[src/rtl/switch_pkg.sv]
// switch_pkg: shared FSM states, length limits and port-index width for the switch arbiter.
package switch_pkg;
    typedef enum logic [1:0] {IDLE, SEND, ACK} state_t;
    localparam int MIN_LEN_DEF = 64;
    localparam int MAX_LEN_DEF = 1518;
    localparam int PORT_W = 2;
endpackage

[src/rtl/switch_arb_rr_pick.sv]
// rr_pick: combinational round-robin pick, first requester at or after ptr with wraparound.
module rr_pick
    import switch_pkg::*;
#(
    parameter int NUM_PORTS = 4
) (
    input  logic [NUM_PORTS-1:0] req,
    input  logic [PORT_W-1:0]    ptr,
    output logic [PORT_W-1:0]    win,
    output logic                 hit
);
    logic [PORT_W-1:0] p;
    always_comb begin
        win = '0;
        hit = 1'b0;
        p = '0;
        for (int i = NUM_PORTS - 1; i >= 0; i--) begin
            p = PORT_W'((int'(ptr) + i) % NUM_PORTS);
            if (req[p]) begin
                win = p;
                hit = 1'b1;
            end
        end
    end
endmodule

[src/rtl/switch_arb.sv]
// switch_arb: round-robin arbiter handing one MAC packet header at a time to the forwarding engine,
// dropping packets with illegal length and counting drops per port.
module switch_arb
    import switch_pkg::*;
#(
    parameter int NUM_PORTS = 4,
    parameter int MIN_LEN   = MIN_LEN_DEF,
    parameter int MAX_LEN   = MAX_LEN_DEF
) (
    input  logic                        clk,
    input  logic                        reset,
    input  logic [NUM_PORTS-1:0]        mac_arb_valid,
    input  logic [NUM_PORTS-1:0][11:0]  mac_pkt_len,
    input  logic [NUM_PORTS-1:0][255:0] mac_fe_data,
    output logic [NUM_PORTS-1:0]        arb_mac_rdy,
    output logic                        fe_valid,
    input  logic                        fe_rdy,
    output logic [PORT_W-1:0]           fe_port,
    output logic [11:0]                 fe_pkt_len,
    output logic [255:0]                fe_hdr,
    output logic [NUM_PORTS-1:0][15:0]  drop_cnt
);
    state_t state, state_nx;
    logic [PORT_W-1:0] rr_ptr, win;
    logic [NUM_PORTS-1:0] req, win_oh;
    logic hit, mask, bad, take;

    // fe_port doubles as the latched winner; mask hides it for one IDLE cycle after its ACK
    assign win_oh = NUM_PORTS'(1) << fe_port;
    assign req = mac_arb_valid & ~(mask ? win_oh : '0);
    assign bad = int'(mac_pkt_len[win]) < MIN_LEN || int'(mac_pkt_len[win]) > MAX_LEN;
    assign take = state == IDLE && hit;
    assign fe_valid = state == SEND;
    assign arb_mac_rdy = state == ACK ? win_oh : '0;

    rr_pick #(.NUM_PORTS(NUM_PORTS)) u_pick (
        .req(req),
        .ptr(rr_ptr),
        .win(win),
        .hit(hit)
    );

    always_comb begin
        state_nx = state;
        if (take) state_nx = bad ? ACK : SEND;
        else if (state == SEND && fe_rdy) state_nx = ACK;
        else if (state == ACK) state_nx = IDLE;
    end

    always_ff @(posedge clk) begin
        if (reset) begin
            state <= IDLE;
            rr_ptr <= '0;
            mask <= 1'b0;
            fe_port <= '0;
            fe_pkt_len <= '0;
            fe_hdr <= '0;
            drop_cnt <= '0;
        end else begin
            state <= state_nx;
            mask <= state == ACK;
            if (take) begin
                fe_port <= win;
                fe_pkt_len <= mac_pkt_len[win];
                fe_hdr <= mac_fe_data[win];
                if (bad && drop_cnt[win] != 16'hFFFF) drop_cnt[win] <= drop_cnt[win] + 16'd1;
            end
            if (state == ACK) rr_ptr <= PORT_W'((int'(fe_port) + 1) % NUM_PORTS);
        end
    end
endmodule

[config.mk]
export PLATFORM = sky130hd
export DESIGN_NAME = switch_arb
export DESIGN_NICKNAME = d
export VERILOG_FILES = /design/src/rtl/switch_pkg.sv /design/src/rtl/switch_arb_rr_pick.sv /design/src/rtl/switch_arb.sv
export SDC_FILE = /design/constraint.sdc
export NUM_CORES = 1
export LEC_CHECK = 0
export ABC_AREA = 1
export CAP_MARGIN = 10
export CORE_AREA = 8 8 550 552
export CTS_CLUSTER_SIZE = 14
export DETAILED_ROUTE_END_ITERATION = 8
export DIE_AREA = 0 0 558 560
export PLACE_DENSITY = 0.3
export RECOVER_POWER = 100
export SYNTH_ARGS = -nofsm -noshare
export SYNTH_HDL_FRONTEND = slang
export SYNTH_SLANG_ARGS = --single-unit
export TNS_END_PERCENT = 1
[constraint.sdc]
create_clock -name clk -period 7.9 [get_ports clk]
set_clock_uncertainty 0.2 [all_clocks]
set_input_delay 1.185 -clock clk [delete_from_list [all_inputs] [get_ports clk]]
set_output_delay 1.185 -clock clk [all_outputs]
set_load 0.02 [all_outputs]
# --- After elaboration in Yosys (flattened, before gate mapping) ---
# Cells that the tools add are included.
totals:
  register_bits: 339
  output_inout_bits: 339
  word_cells: 68
op_classes:
  add_sub_neg: 5
  order_cmp: 8
  n_eq_ne: 3
  n_shift: 1
  n_mux: 31
  bitwise_logic: 2
  reduce_logical: 8
ops:
  columns: ["op", "n"]
  rows:
  - ["binary-select mux 256 bit (select 2 bit)", 1]
  - ["2-to-1 mux 256 bit", 1]
  - ["bitwise mux 64 bit", 1]
  - ["binary-select mux 16 bit (select 2 bit)", 1]
  - ["demux 16 bit (select 2 bit)", 1]
  - ["2-to-1 mux 16 bit", 2]
  - ["binary-select mux 12 bit (select 2 bit)", 1]
  - ["adder 16 x 1 -> 16 bit, second input constant", 1]
  - ["2-to-1 mux 2 bit", 8]
  - ["!= test 16 bit, second input constant", 1]
  - ["< comparator 2 x 3 -> 1 bit, second input constant", 5]
  - ["greater-than comparator 12 x 11 -> 1 bit, second input constant", 1]
  - ["< comparator 12 x 7 -> 1 bit, second input constant", 1]
  - ["2-to-1 mux 12 bit", 1]
  - ["binary-select mux 1 bit (select 2 bit)", 4]
  - ["2-to-1 mux 1 bit", 8]
  - ["2-to-1 mux 4 bit", 2]
  - ["adder 2 x 1 -> 2 bit, second input constant", 2]
  - ["adder 2 bit, second input constant", 2]
  - ["AND 4 bit", 1]
  - ["logical AND 1 bit", 4]
  - ["inverter 4 bit", 1]
  - ["<< shifter 1 x 2 -> 4 bit, first input constant", 1]
  - ["nonzero test 3 bit", 1]
  - ["6 further kinds", 6]

# --- Depth between registers and ports, before layout ---
logic_depth:
  depth_word: 16
  mapped_depth: 27

# --- Cells and area by module ---
# A second synthesis with hierarchy kept.
hier_totals:
  cells_unflattened: 2310
  area_unflattened_um2: 17882.2
by_module_without_submodules:
  columns: ["module", "instances", "cells_each", "area_each_um2", "seq_area_each_um2"]
  rows:
  - ["switch_arb", 1, 2266, 17666.9, 6786.5]
  - ["rr_pick", 1, 44, 215.2, 0.0]

# --- Worst setup path before layout ---
# Ideal clock, no wire load.
synth_timing:
  path_kind: "input to register"
  from: "input port mac_arb_valid[1]"
  to: "register drop_cnt[12] (netlist bit)"
  t_arrival_ns: 3.576
  setup_slack_ns: 4.011
  cell_stages: 23
  cell_sequence: "nand2_1 > nand2_1 > nand2_1 > nand2_1 > nand3_2 > nand2_1 > nand2_2 > nand2_4 > buf_8 > inv_2 > nand2_1 > o22ai_1 > nor2_1 > o21ai_1 > inv_1 > ha_1 > nand3_1 > nor2_2 > nand2_4 > nand4_4 > buf_4 > nor2_1 > nor2_1"
synth_via:
  elab_chain_len: 13
synth_lines:
  columns: ["item", "line", "source"]
  rows:
  - ["start, declared", "switch_arb.sv:12", "input logic [NUM_PORTS-1:0] mac_arb_valid,"]
  - ["AND 4 bit *", "switch_arb.sv:30", "assign req = mac_arb_valid & ~(mask ? win_oh : '0);"]
  - ["binary-select mux 1 bit (select 2 bit)", "switch_arb_rr_pick.sv:19", "if (req[p]) begin"]
  - ["2-to-1 mux 1 bit (not written as such)", "switch_arb_rr_pick.sv:19", null]
  - ["2-to-1 mux 2 bit (4 in a row)", "switch_arb_rr_pick.sv:19", null]
  - ["binary-select mux 12 bit (select 2 bit)", "switch_arb.sv:31", "assign bad = int'(mac_pkt_len[win]) < MIN_LEN || int'(mac_pkt_len[win]) > MAX_LEN;"]
  - ["2-to-1 mux 12 bit (not written as such)", "switch_arb.sv:31", null]
  - ["< comparator 12 x 7 -> 1 bit / greater-than comparator 12 x 11 -> 1 bit (equally long branches)", "switch_arb.sv:31", null]
  - ["logical OR 1 bit", "switch_arb.sv:31", null]
  - ["logical AND 1 bit", "switch_arb.sv:66", "if (bad && drop_cnt[win] != 16'hFFFF) drop_cnt[win] <= drop_cnt[win] + 16'd1;"]
  - ["AND reduction 2 bit (no line)", null, null]
  - ["end signal, assigned", "switch_arb.sv:58", "drop_cnt <= '0;"]
  - ["end, declared", "switch_arb.sv:21", "output logic [NUM_PORTS-1:0][15:0] drop_cnt"]
# Every way passes the cells marked *; elsewhere a longest branch is shown, timed or not. The select of a mux whose other input is x is not followed.
# A chain may end at the register's enable or synchronous reset.

# --- Final worst setup path ---
layout_timing:
  from: "input port mac_arb_valid[2]"
  to: "register fe_hdr[1]"
layout_via:
  elab_chain_len: 9
layout_lines:
  columns: ["item", "line", "source"]
  rows:
  - ["AND 4 bit *", "switch_arb.sv:30", null]
  - ["binary-select mux 1 bit (select 2 bit)", "switch_arb_rr_pick.sv:19", null]
  - ["2-to-1 mux 1 bit (not written as such)", "switch_arb_rr_pick.sv:19", null]
  - ["2-to-1 mux 2 bit (4 in a row)", "switch_arb_rr_pick.sv:19", null]
  - ["binary-select mux 256 bit (select 2 bit)", "switch_arb.sv:65", "fe_hdr <= mac_fe_data[win];"]
  - ["2-to-1 mux 256 bit (not written as such)", "switch_arb.sv:65", null]
  - ["end signal, assigned", "switch_arb.sv:65", null]
  - ["end, declared", "switch_arb.sv:20", "output logic [255:0] fe_hdr,"]
# Marks and branches as above.

==> run metrics <==
die width between 500 and 600 um; setup bufs post-CTS 0; Starting Density 6.09%; port bufs 1417; status finished with violations; area delta synth->final 114%; P_leak between 10 and 15 nW; R2R Setup Slk approximately 1700 ps; ys async rst share 0%; startpoint types input pin; worst setup margin around 1600 ps; Post-Syn Area between 15000 and 20000 sq um; PD cells around 360 nW/um^2; Die Ht 560 um; post-route setup TNS 0 ps; H-tree depth 2; antenna viol nets, final 0; CTS max path bufs 3; Worst Setup End Kind register; clk_lat worst skew 720 ps; CP most frequent cell nand2_1; Root Buffer clkbuf_16; crit-path cells clkdlybuf4s50_1 > nand2_1 > nand2_1 > nand2_1 > nand2_1 > nand3_1 > nand2_1 > nand2_1 > nand2_1 > nand2_4 > inv_8 > buf_12 > clkbuf_1 > a22oi_1 > a31oi_1; DRC errors left 0; critical path's top delay family simple AND/OR/NAND/NOR gates; Finished Layout Cells 7597; final worst path period need ~6300 ps; period utilization 79.2%; fmax 0.160 GHz; failing checks capacitance limit, slew limit; initial antenna violation count 227; Largest stage delay, worst path around 1200 ps; crit path kind in -> reg; DP Worst Slack ~1900 ps; gr ovfl total 0; # IOs 1418; Post-synth EDFFs 0; Post-CTS Hold Fix Bufs 0; initial drt markers between 1.5k and 2k; Core ar. 293000 sq um; DR pass1 iterations 6; Reg clk slew, reported paths 60 ps; RSZ-0062 raised after global routing false; Fin. Hold Viols 0; via/cell ratio 3.34; share of layout cells above drive strength 1 3.70%; gr usage total 14.3%; cell accounting for the most synthesized area dfxtp_1; Vias 25.4k; fin nets around 4.7k; top_reg_cell synth dfxtp_1; slowest stage cell, crit path nand2_1; slew margin rel. -50.7%; hpwl dp 202000 um; post-placement cell count approximately 7.5k; CTS tree built; final setup vio count 0; Critical Path RT 8310 ps; vias in the first global route 25.1k; Distinct cells, synth 36; Hold Path Class reg -> reg; most frequent cell after synthesis a22oi_1; fillcell total ~34k; cells after synthesis ~2.3k; Die ar. ~310000 sq um; worst-path fanout max 59; Buf/Inv on CP 4; synthesized area per cell 7.63 sq um; sequential fraction of the synthesis area a little under two fifths; post-synth top area share 38.0%; Max-Cap Viols 1; WP data arrival 6670 ps; Slew @ Worst Pin 2260 ps; gpl congestion 0.938; VDD IR max 0.000289 V; post-CTS resize count 0; total wire length ~240000 um; #FFs+latches synth 339; CTS buffer count 55; Slew Viols, Final 45; clock sink count between 300 and 400; YS warnings 0; Synth Net Count 3423; largest net degree at the start of global routing 157; synth top area cells dfxtp_1, a22oi_1, a31oi_1; first-pass GRT wire length between 200000 and 300000 um; DR WL/cell roughly 31 um; Synth top cells by count a22oi_1, dfxtp_1, o21ai_0; num rows between 150 and 200
[stage by stage]
stage	total power [W]	instance area, sq um	util, %	hold slack, ps
after floorplan	0.00714	17800	-	281
after global placement	0.0115	36300	12.4	291
after detailed placement	0.0116	36300	12.4	299
after CTS	0.0144	38200	13.0	313
after global routing	0.0147	38100	13.0	336
final	0.0137	38200	13.0	303
[layer usage]
metal / vias up / global-route usage (%) / wire length, um
li1: 11300 / - / -
met1: 12000 / 15.8 / 89100
met2: 1459 / 25.2 / 114000
met3: 455 / 7.10 / 28000
met4: 152 / 2.10 / 4900
met5: - / 0 / 1020
[power breakdown]
group	total [W]	leakage [nW]	internal (W)	switching [W]
clock network	0.00263	0.891	0.00150	0.00113
logic	0.00837	9.84	0.00276	0.00561
registers	0.00274	2.81	0.00236	0.000382
[worst min-delay path, delay by kind of cell, from the launching register on]
kind | cells | cell delay [ps]
flops | 1 | 330
compound gates | 1 | 100
buf+inv | 1 | 50
[registers in the layout (all words and copies together), names as in the netlist]
register    cells
mask            1
fe_pkt_len     12
rr_ptr          2
fe_port         2
fe_hdr        256
drop_cnt       64
state           2
[path summary, 6_finish.rpt]
kind	startpoint	endpoint	depth (start not counted)
worst max-delay path	mac_arb_valid[2]	fe_hdr[1]	15
worst max register to register	fe_port[0]	fe_hdr[1]	17
worst min register to register	fe_pkt_len[4]	fe_pkt_len[4]	2
worst min-delay path	fe_pkt_len[4]	fe_pkt_len[4]	2
[placed cells by master (no fill, tap or decap), types with 5 or more instances in the layout]
cell             count
a21oi_1             23
a22oi_1            514
a31oi_1            256
buf_12              13
buf_4                9
clkbuf_1            22
clkbuf_16           56
clkbuf_8            10
clkdlybuf4s50_1   1077
clkinv_2             8
dfxtp_1            339
diode_2             26
dlygate4sd3_1      340
ha_1                 5
inv_1              126
nand2_1            266
nand3_1             29
nand3b_1            14
nand4_1             12
nor2_1             182
o21ai_0            276
o21bai_1            12
xor2_1               8
[cell families after synthesis]
family	share of synthesized area, %
adders and majority gates	0.351
DFF	38.0
buffers and inverters	8.57
and+or+nand+nor	12.7
AOI/OAI and AO/OA	39.7
xor gates and xnor gates	0.589
[layout make-up]
type	instances	area (sq um)	area share [%]
multi-input cells	1631	9520	24.9
diodes	26	65.1	0.170
inverters	133	524	1.37
clock inverters	21	245	0.642
flip-flops and latches	339	6790	17.8
repair buffers	1448	14500	38.1
clock buffers	80	1590	4.17
well taps	3919	4900	12.8
Power figures use the tool's default switching activity.
